--- config.mk ---
export PLATFORM = sky130hd
export DESIGN_NAME = keypad_scanner
export DESIGN_NICKNAME = d
export VERILOG_FILES = /design/src/rtl/keypad_pkg.sv /design/src/rtl/row_prio_enc.sv /design/src/rtl/keypad_scanner.sv
export SDC_FILE = /design/constraint.sdc
export NUM_CORES = 1
export LEC_CHECK = 0
export CAP_MARGIN = 20
export CORE_ASPECT_RATIO = 1.25
export CORE_MARGIN = 3
export CORE_UTILIZATION = 48
export CTS_CLUSTER_SIZE = 20
export DETAILED_ROUTE_END_ITERATION = 12
export PLACE_DENSITY = 0.85
export SLEW_MARGIN = 25
export SYNTH_ARGS = -nofsm -noshare
export SYNTH_HDL_FRONTEND = slang
export SYNTH_SLANG_ARGS = --single-unit
--- constraint.sdc ---
create_clock -name clk -period 1.7 [get_ports clk]
set_clock_uncertainty 0.05 [all_clocks]
set_input_delay 0.34 -clock clk [delete_from_list [all_inputs] [get_ports clk]]
set_output_delay 0.34 -clock clk [all_outputs]
set_load 0.02 [all_outputs]
--- src/rtl/keypad_pkg.sv ---
// Shared encodings for the 4x4 keypad scanner: FSM states, idle row pattern, column strobe decode.
package keypad_pkg;

    typedef enum logic [1:0] {
        SCAN      = 2'd0,
        DEB_PRESS = 2'd1,
        HELD      = 2'd2,
        DEB_REL   = 2'd3
    } kp_state_t;

    localparam logic [3:0] ROW_IDLE  = 4'hF;
    localparam logic [3:0] COL_RESET = 4'b1110;

    // Active-low one-cold strobe for a column index.
    function automatic logic [3:0] col_decode(input logic [1:0] idx);
        col_decode = ~(4'b0001 << idx);
    endfunction

endpackage

--- src/rtl/row_prio_enc.sv ---
// Active-low row priority encoder: lowest low row wins; any is set when some row is low.
module row_prio_enc
    import keypad_pkg::*;
(
    input  logic [3:0] row,
    output logic [1:0] idx,
    output logic       any
);

    always_comb begin
        idx = 2'd0;
        any = (row != ROW_IDLE);
        if (!row[0])      idx = 2'd0;
        else if (!row[1]) idx = 2'd1;
        else if (!row[2]) idx = 2'd2;
        else if (!row[3]) idx = 2'd3;
    end

endmodule

--- src/rtl/keypad_scanner.sv ---
// 4x4 active-low keypad scanner with tick-paced column rotation and press/release debounce.
// Optional auto-repeat while held is enabled by defining KEYPAD_REPEAT_EN.
//
//   state     | meaning
//   ----------+-----------------------------------------------------------
//   SCAN      | rotate the low column strobe each tick until a row goes low
//   DEB_PRESS | column frozen; count ticks with the row matching the capture
//   HELD      | key accepted; wait for all rows released
//   DEB_REL   | count released ticks before returning to SCAN
module keypad_scanner #(
    parameter int unsigned DEBOUNCE_TICKS = 4,
    parameter int unsigned CNT_W          = 4,
    parameter int unsigned REPEAT_DELAY   = 12,
    parameter int unsigned REPEAT_PERIOD  = 6
) (
    input  logic       clk,
    input  logic       reset,
    input  logic       tick,
    input  logic [3:0] row,
    output logic [3:0] col,
    output logic [3:0] key_code,
    output logic       key_valid,
    output logic       key_held
);
    import keypad_pkg::*;

    localparam int unsigned CNT_MAX = (1 << CNT_W) - 1;
    localparam bit PARAMS_OK = (DEBOUNCE_TICKS >= 1) && (DEBOUNCE_TICKS <= CNT_MAX)
                            && (REPEAT_DELAY >= 1) && (REPEAT_DELAY <= CNT_MAX)
                            && (REPEAT_PERIOD >= 1) && (REPEAT_PERIOD <= CNT_MAX);

    generate
        if (!PARAMS_OK) begin : g_bad_params
            $error("keypad_scanner: counter parameters out of range for CNT_W");
        end
    endgenerate

    // Terminal value: the tick that sees this count is the DEBOUNCE_TICKS-th match.
    localparam logic [CNT_W-1:0] DEB_TERM = CNT_W'(DEBOUNCE_TICKS - 1);

`ifdef KEYPAD_REPEAT_EN
    localparam logic [CNT_W-1:0] REP_DELAY_LD  = CNT_W'(REPEAT_DELAY);
    localparam logic [CNT_W-1:0] REP_PERIOD_LD = CNT_W'(REPEAT_PERIOD);
    logic [CNT_W-1:0] rep_cnt;
`endif

    kp_state_t        state;
    logic [1:0]       col_idx;
    logic [CNT_W-1:0] cnt;
    logic [3:0]       row_cap;
    logic [1:0]       row_idx_cap;
    logic [1:0]       row_idx;
    logic             row_any;

    row_prio_enc u_row_prio_enc (
        .row (row),
        .idx (row_idx),
        .any (row_any)
    );

    always_ff @(posedge clk or posedge reset) begin
        if (reset) begin
            state       <= SCAN;
            col_idx     <= 2'd0;
            col         <= COL_RESET;
            cnt         <= '0;
            row_cap     <= ROW_IDLE;
            row_idx_cap <= 2'd0;
            key_code    <= 4'd0;
            key_valid   <= 1'b0;
            key_held    <= 1'b0;
`ifdef KEYPAD_REPEAT_EN
            rep_cnt     <= '0;
`endif
        end else begin
            key_valid <= 1'b0;
            if (tick) begin
                unique case (state)
                    SCAN: begin
                        if (row_any) begin
                            row_cap     <= row;
                            row_idx_cap <= row_idx;
                            cnt         <= '0;
                            state       <= DEB_PRESS;
                        end else begin
                            col_idx <= col_idx + 2'd1;
                            col     <= col_decode(col_idx + 2'd1);
                        end
                    end
                    DEB_PRESS: begin
                        if (row == row_cap) begin
                            cnt <= cnt + 1'b1;
                            if (cnt == DEB_TERM) begin
                                key_code  <= {row_idx_cap, col_idx};
                                key_valid <= 1'b1;
                                key_held  <= 1'b1;
                                state     <= HELD;
`ifdef KEYPAD_REPEAT_EN
                                rep_cnt   <= REP_DELAY_LD;
`endif
                            end
                        end else begin
                            cnt   <= '0;
                            state <= SCAN;
                        end
                    end
                    HELD: begin
                        if (!row_any) begin
                            cnt   <= '0;
                            state <= DEB_REL;
`ifdef KEYPAD_REPEAT_EN
                            rep_cnt <= '0;
                        end else if (rep_cnt == 1) begin
                            key_valid <= 1'b1;
                            rep_cnt   <= REP_PERIOD_LD;
                        end else begin
                            rep_cnt <= rep_cnt - 1'b1;
`endif
                        end
                    end
                    DEB_REL: begin
                        if (!row_any) begin
                            cnt <= cnt + 1'b1;
                            if (cnt == DEB_TERM) begin
                                key_held <= 1'b0;
                                col_idx  <= col_idx + 2'd1;
                                col      <= col_decode(col_idx + 2'd1);
                                state    <= SCAN;
                            end
                        end else begin
                            // Release bounce: back to HELD without a new key_valid.
                            cnt   <= '0;
                            state <= HELD;
`ifdef KEYPAD_REPEAT_EN
                            rep_cnt <= REP_DELAY_LD;
`endif
                        end
                    end
                endcase
            end
        end
    end

endmodule
==> results of run 1 <==
[per-layer routing]
layer | global-route usage | vias to the layer above
met5 | 0 | -
met4 | 0.0459 | 0
met3 | 0.0355 | 2
met2 | 0.307 | 16
met1 | 0.209 | 474
li1 | - | 453
[registers in the layout, indices dropped and copies added, names as in the netlist]
signal	flops
cnt	4
col	4
col_idx	2
key_code	4
key_held	1
key_valid	1
row_cap	4
row_idx_cap	2
state	2
[repair_timing]
item                                    in CTS  in global routing
pin swaps                                    2                  4
endpoints found under the setup margin      12                 16
buffers inserted                             1                  2
resized for setup                            9                 10
[metrics by stage]
| step | setup TNS (ns) | setup slack [ns] |
|---|---|---|
| after global routing | -0.517 | -0.117 |
| final | -0.242 | -0.0630 |
| after floorplan | -0.323 | -0.0807 |
| after CTS | -0.278 | -0.0718 |
| after global placement | -5.55 | -0.447 |
| after detailed placement | -6.76 | -0.467 |
[power by group through the flow]
stage,sequential [W],clock [W],combinational [W]
finish,0.000855,0.000294,0.000524
global placement,0.000850,0,0.000494
CTS,0.000851,0.000301,0.000518
floorplan,0.000873,0,0.000303
global route,0.000875,0.000319,0.000578
detailed placement,0.000865,0,0.000530
[worst min-delay path by stage]
stage,slack [ns],depth (start not counted),start,end
floorplan,0.30,1,reset,cnt[0]
global placement,0.41,2,col[1],col[1]
detailed placement,0.42,2,col[1],col[1]
CTS,0.32,3,reset,cnt[0]
global route,0.32,3,reset,cnt[0]
finish,0.31,3,reset,cnt[0]
[worst max-delay path, stage by stage, from the launching register on]
cell	delay, ns
dfstp_2	0.57
xor2_2	0.08
nor4_4	0.28
and4b_1	0.25
buf_6	0.14
mux2_4	0.30
[placed cells by master, fill, tap and decap left out, types with 4 or more instances in the layout]
| master | n |
|---|---|
| inv_1 | 16 |
| ha_1 | 4 |
| a21oi_1 | 4 |
| mux2i_1 | 6 |
| dlymetal6s2s_1 | 6 |
| mux2_4 | 4 |
| clkdlybuf4s50_1 | 4 |
| dlygate4sd2_1 | 6 |
| nand2_1 | 4 |
| dfstp_2 | 7 |
| dfrtp_1 | 17 |
| buf_4 | 17 |
[cell families (layout without fill, tap and decap cells)]
group | count (synthesis) | count (layout) | synth area share
flops | 24 | 24 | 0.487
compound gates | 21 | 21 | 0.115
simple gates | 21 | 21 | 0.118
buf+inv | 20 | 54 | 0.0659
mux | 13 | 13 | 0.123
xor+xnor | 6 | 6 | 0.0420
fa+ha+maj | 5 | 5 | 0.0500
[area by class of cell]
class                   instances  area (um2)  share of cell area
repair buffers                 34         307               0.186
clock buffers                   4        36.3              0.0221
flip-flops and latches         24         609               0.370
well taps                      33        41.3              0.0251
multi-input cells              66         592               0.360
inverters                      16        60.1              0.0365
==> metrics.cfg, run 1 <==
[status]
status = finished with violations
violations = setup timing

[route]
dr_wl_met2_mm = 1.42
drc_errors = 0
postRouteAntennaNets = 0
num_vias = 945
first_pass_iters = 4
met3_length_um = 72
drtIter0Drc = 19
wl_met1_mm = 1.04
wl_per_cell_um = 14.4
vias_per_cell = 5.34
wl_mm = 2.54
dr.max_layer_used = met4

[place]
place.port_buffers = 16
placed_area_um2 = 1550
dpl.cell_count = 170
hpwl_mm = 1.95
gp_congestion = 0.794

[floorplanning]
design.die.area_um2 = 3260
start_util = 0.511
rows = 20
die_h_um = 63.1
core_um2 = 2450
fp.dieW_um = 51.7
ios = 17

[logic_synthesis]
synth.ff_latch_count = 24
yosysSeqAreaShare = 0.487
yosys-top-cells-count = 17 x dfrtp_1, 16 x inv_1, 7 x dfstp_2, 6 x mux2i_1, 5 x ha_1
synthArstFlopShare = 1.00
synthTopCellsByArea = dfrtp_1 34%, dfstp_2 15%, ha_1 5.0%, mux2i_1 4.8%, inv_1 4.8%
syn_nets = 122
synth_most_common_cell = dfrtp_1
synth_top_area_share = 0.340
synth_warnings = 0
synthCells = 110
synth_cell_type_count = 34
synth_edf_count = 0
synth_area_leader_cell = dfrtp_1
syn_area_per_cell_um2 = 11.4
syn_area_um2 = 1250
ys.flop_type = dfrtp_1

[global_routing]
overflow = 0
antenna_found_initial = 0
grt_max_degree = 25
grt_usage = 0.174
grt_first_pass_wirelength_mm = 4.40
grt_pass1_vias = 987

[clock_network]
ctsRootBufferMaster = clkbuf_4
cts_tree = yes
htreeDepth = 1
clock_path_buffers = 2
clk_pin_slew_ns = 0.13
insertion_delay_ns = 0.30
cts.sink_count = 24
postCtsHoldBufs = 0
cts_buffers = 3

[setup_path]
endpoint_kind = flop
crit_path_start = row_cap[1]
crit_type = reg2reg
cp_data_arrival_time_ns = 1.92
r2r_slack_ns = -0.06
required_ns = 1.86
rr_worst_depth = 5
critPathCapture = key_code[2]
crit_fanout = 6
rr_endpoint = key_code[2]
worst_setup_path_start_kind = flop
rr_startpoint = row_cap[1]

[sta]
maxSlewHeadroom = 0.798
fmax_ghz = 0.567
drv_slew = 0
holdWs_ns = 0.308
setup_viol_count_final = 4
fin_crit_ns = 1.76
hold_viol = 0
rsz0062_at_grt = yes
post-route-period-util = 1.04
final.setup.worst_slack_ns = -0.0630
worst_slew_pin_slew_ns = 0.301

[min_path]
holdCritPathClass = in2async

[final_layout]
final_nets = 157
diodes = 0
syn_to_final_growth_pct = 31.4
utilization = 0.671
fin_cells = 177
final_area_um2 = 1650
drive_gt1_frac = 0.319
fillers = 194

[power_and_ir_drop]
power_density_nw_per_um2 = 1020
p_seq_frac = 0.511
clkPwrFrac = 0.176
comb_power_share = 0.313
power.switching_w = 0.000560
p_leak_nw = 0.878
power.internal_w = 0.00111
power.total_w = 0.00167
max-vdd-ir-drop_mv = 0.660
switching_share = 0.335

[job]
cap_violations = 0

Power figures use the tool's default switching activity.
==> run 2, diff against run 1 <==
--- a/config.mk
+++ b/config.mk
@@ -7,12 +7,10 @@
 export LEC_CHECK = 0
 export CAP_MARGIN = 20
 export CORE_ASPECT_RATIO = 1.25
-export CORE_MARGIN = 3
 export CORE_UTILIZATION = 48
 export CTS_CLUSTER_SIZE = 20
 export DETAILED_ROUTE_END_ITERATION = 12
 export PLACE_DENSITY = 0.85
-export SLEW_MARGIN = 25
 export SYNTH_ARGS = -nofsm -noshare
 export SYNTH_HDL_FRONTEND = slang
 export SYNTH_SLANG_ARGS = --single-unit
==> metrics.cfg, run 2 (synthesized netlist as in run 1, its figures left out) <==
[clock_network]
insertion_delay_ns = 0.32  ; +0.02 ns
cts.sink_count = 24  ; unchanged
clk_pin_slew_ns = 0.14  ; about the same
cts_tree = yes
cts_buffers = 3  ; unchanged
clock_path_buffers = 2  ; unchanged
htreeDepth = 1  ; unchanged
ctsRootBufferMaster = clkbuf_4

[final_layout]
final_nets = 156  ; -0.64%
diodes = 0  ; unchanged
final_common_cell = dfrtp_1
drive_gt1_frac = 0.315  ; -0.00476
mostFrequentLayoutCells = 17 x dfrtp_1, 16 x inv_1, 16 x buf_4, 9 x dlygate4sd2_1, 7 x dfstp_2
syn_to_final_growth_pct = 31.4  ; unchanged

[floorplanning]
design.die.area_um2 = 2820  ; -14%
fp.dieW_um = 47.7  ; -7.7%
die_h_um = 59.1  ; -6.3%
start_util = 0.511  ; unchanged
ios = 17  ; unchanged
core_um2 = 2450  ; unchanged
rows = 20  ; unchanged

[setup_path]
required_ns = 1.86  ; about the same
endpoint_kind = flop
crit_path_start = row_cap[1]
worst_setup_path_start_kind = flop
rr_worst_depth = 5  ; unchanged
cp_data_arrival_time_ns = 1.95  ; +0.03 ns
crit_fanout = 6  ; unchanged
crit_type = reg2reg
r2r_slack_ns = -0.09  ; -0.03 ns
rr_startpoint = row_cap[1]

[status]
status = finished with violations
violations = setup timing

[sta]
drv_slew = 0  ; unchanged
hold_viol = 0  ; unchanged
fmax_ghz = 0.557  ; -1.7%
holdWs_ns = 0.282  ; -0.0257 ns
fin_crit_ns = 1.79  ; +0.0309 ns
setup_tns_ns = -0.345  ; -0.103 ns
final.setup.worst_slack_ns = -0.0938  ; -0.0309 ns
setup_viol_count_final = 4  ; unchanged
rsz0062_at_grt = yes
post-route-period-util = 1.06  ; +0.0182
worst_slew_pin_slew_ns = 0.309  ; +0.00799 ns
maxSlewHeadroom = 0.793  ; -0.00429

[power_and_ir_drop]
power.internal_w = 0.00123  ; +10%
comb_power_share = 0.294  ; -0.019
max-vdd-ir-drop_mv = 0.928  ; +41%
p_leak_nw = 0.845  ; -3.8%
power_density_nw_per_um2 = 1090  ; +7.4%
clkPwrFrac = 0.228  ; +0.052
p_seq_frac = 0.478  ; -0.033
switching_share = 0.318  ; -0.0164
power.switching_w = 0.000572  ; +2.1%

[place]
hpwl_mm = 1.96  ; +0.47%
place.port_buffers = 16  ; unchanged
gp_congestion = 0.832  ; +4.7%

[route]
drc_errors = 0  ; unchanged
wl_per_cell_um = 14.6  ; +1.8%
num_vias = 939  ; -0.63%
drtIter0Drc = 14  ; -5
first_pass_iters = 4  ; unchanged
wl_mm = 2.58  ; +1.3%
postRouteAntennaNets = 0  ; unchanged
vias_per_cell = 5.34  ; about the same

[global_routing]
grt_first_pass_wirelength_mm = 4.33  ; -1.7%
overflow = 0  ; unchanged
grt_pass1_vias = 1001  ; +1.4%
grt_max_degree = 25  ; unchanged
grt_usage = 0.221  ; +0.0470
antenna_found_initial = 0  ; unchanged

[min_path]
holdCritPathClass = in2async

[job]
cap_violations = 0  ; unchanged

==> run 2: per-stage QoR <==
step           setup WS (ns)  std cells  area (um2)  utilization  power, W
2_1_floorplan        -0.0807        110        1260            -   0.00118
3_5_place_dp          -0.485        171        1560        0.636   0.00138
3_3_place_gp          -0.445        171        1560        0.636   0.00135
4_1_cts               -0.105        176        1620        0.660   0.00180
6_report             -0.0938        176        1650        0.671   0.00180
5_1_grt               -0.157        176        1650        0.671   0.00190
==> run 2: area by class of cell <==
class / count / area (um2)
fill: 206 / 807
sequential: 24 / 609
multi-input combinational: 66 / 592
timing repair buffer: 33 / 290
inverter: 16 / 60.1
tap: 33 / 41.3
clock inverter: 1 / 30.0
clock buffer: 3 / 22.5
==> run 2: layer usage <==
| layer | up-vias | wire (um) | track usage |
|---|---|---|---|
| met5 | - | 0 | 0 |
| met4 | 0 | 44 | 0.111 |
| met3 | 6 | 76 | 0.0366 |
| met2 | 22 | 1390 | 0.384 |
| met1 | 462 | 1060 | 0.247 |
| li1 | 449 | - | - |
==> run 2: worst max-delay path, cell delays in order, from the launching register on <==
cell     delay [ns]
dfstp_2        0.57
xor2_2         0.08
nor4_4         0.30
and4b_1        0.25
buf_6          0.14
mux2_4         0.30
==> run 2: final timing paths <==
kind	to
worst max register to register	key_code[3]
max in group asynchronous	row_cap[2]
worst min-delay path	col[0]
worst max-delay path	key_code[3]
worst min register to register	col[3]
min in group clk	row_cap[2]
==> run 2: power groups by stage <==
stage | sequential [W] | clock, W | combinational [W]
2_1_floorplan | 0.000873 | 0 | 0.000303
4_1_cts | 0.000852 | 0.000422 | 0.000527
3_5_place_dp | 0.000867 | 0 | 0.000518
5_1_grt | 0.000875 | 0.000443 | 0.000584
3_3_place_gp | 0.000852 | 0 | 0.000493
6_report | 0.000859 | 0.000410 | 0.000528
==> run 2: repair_timing <==
item,4_1_cts,5_1_grt
buffers inserted,1,0
hold buffers,0,0
resized for setup,11,9
setup endpoints to repair,15,12
pin swaps,2,4
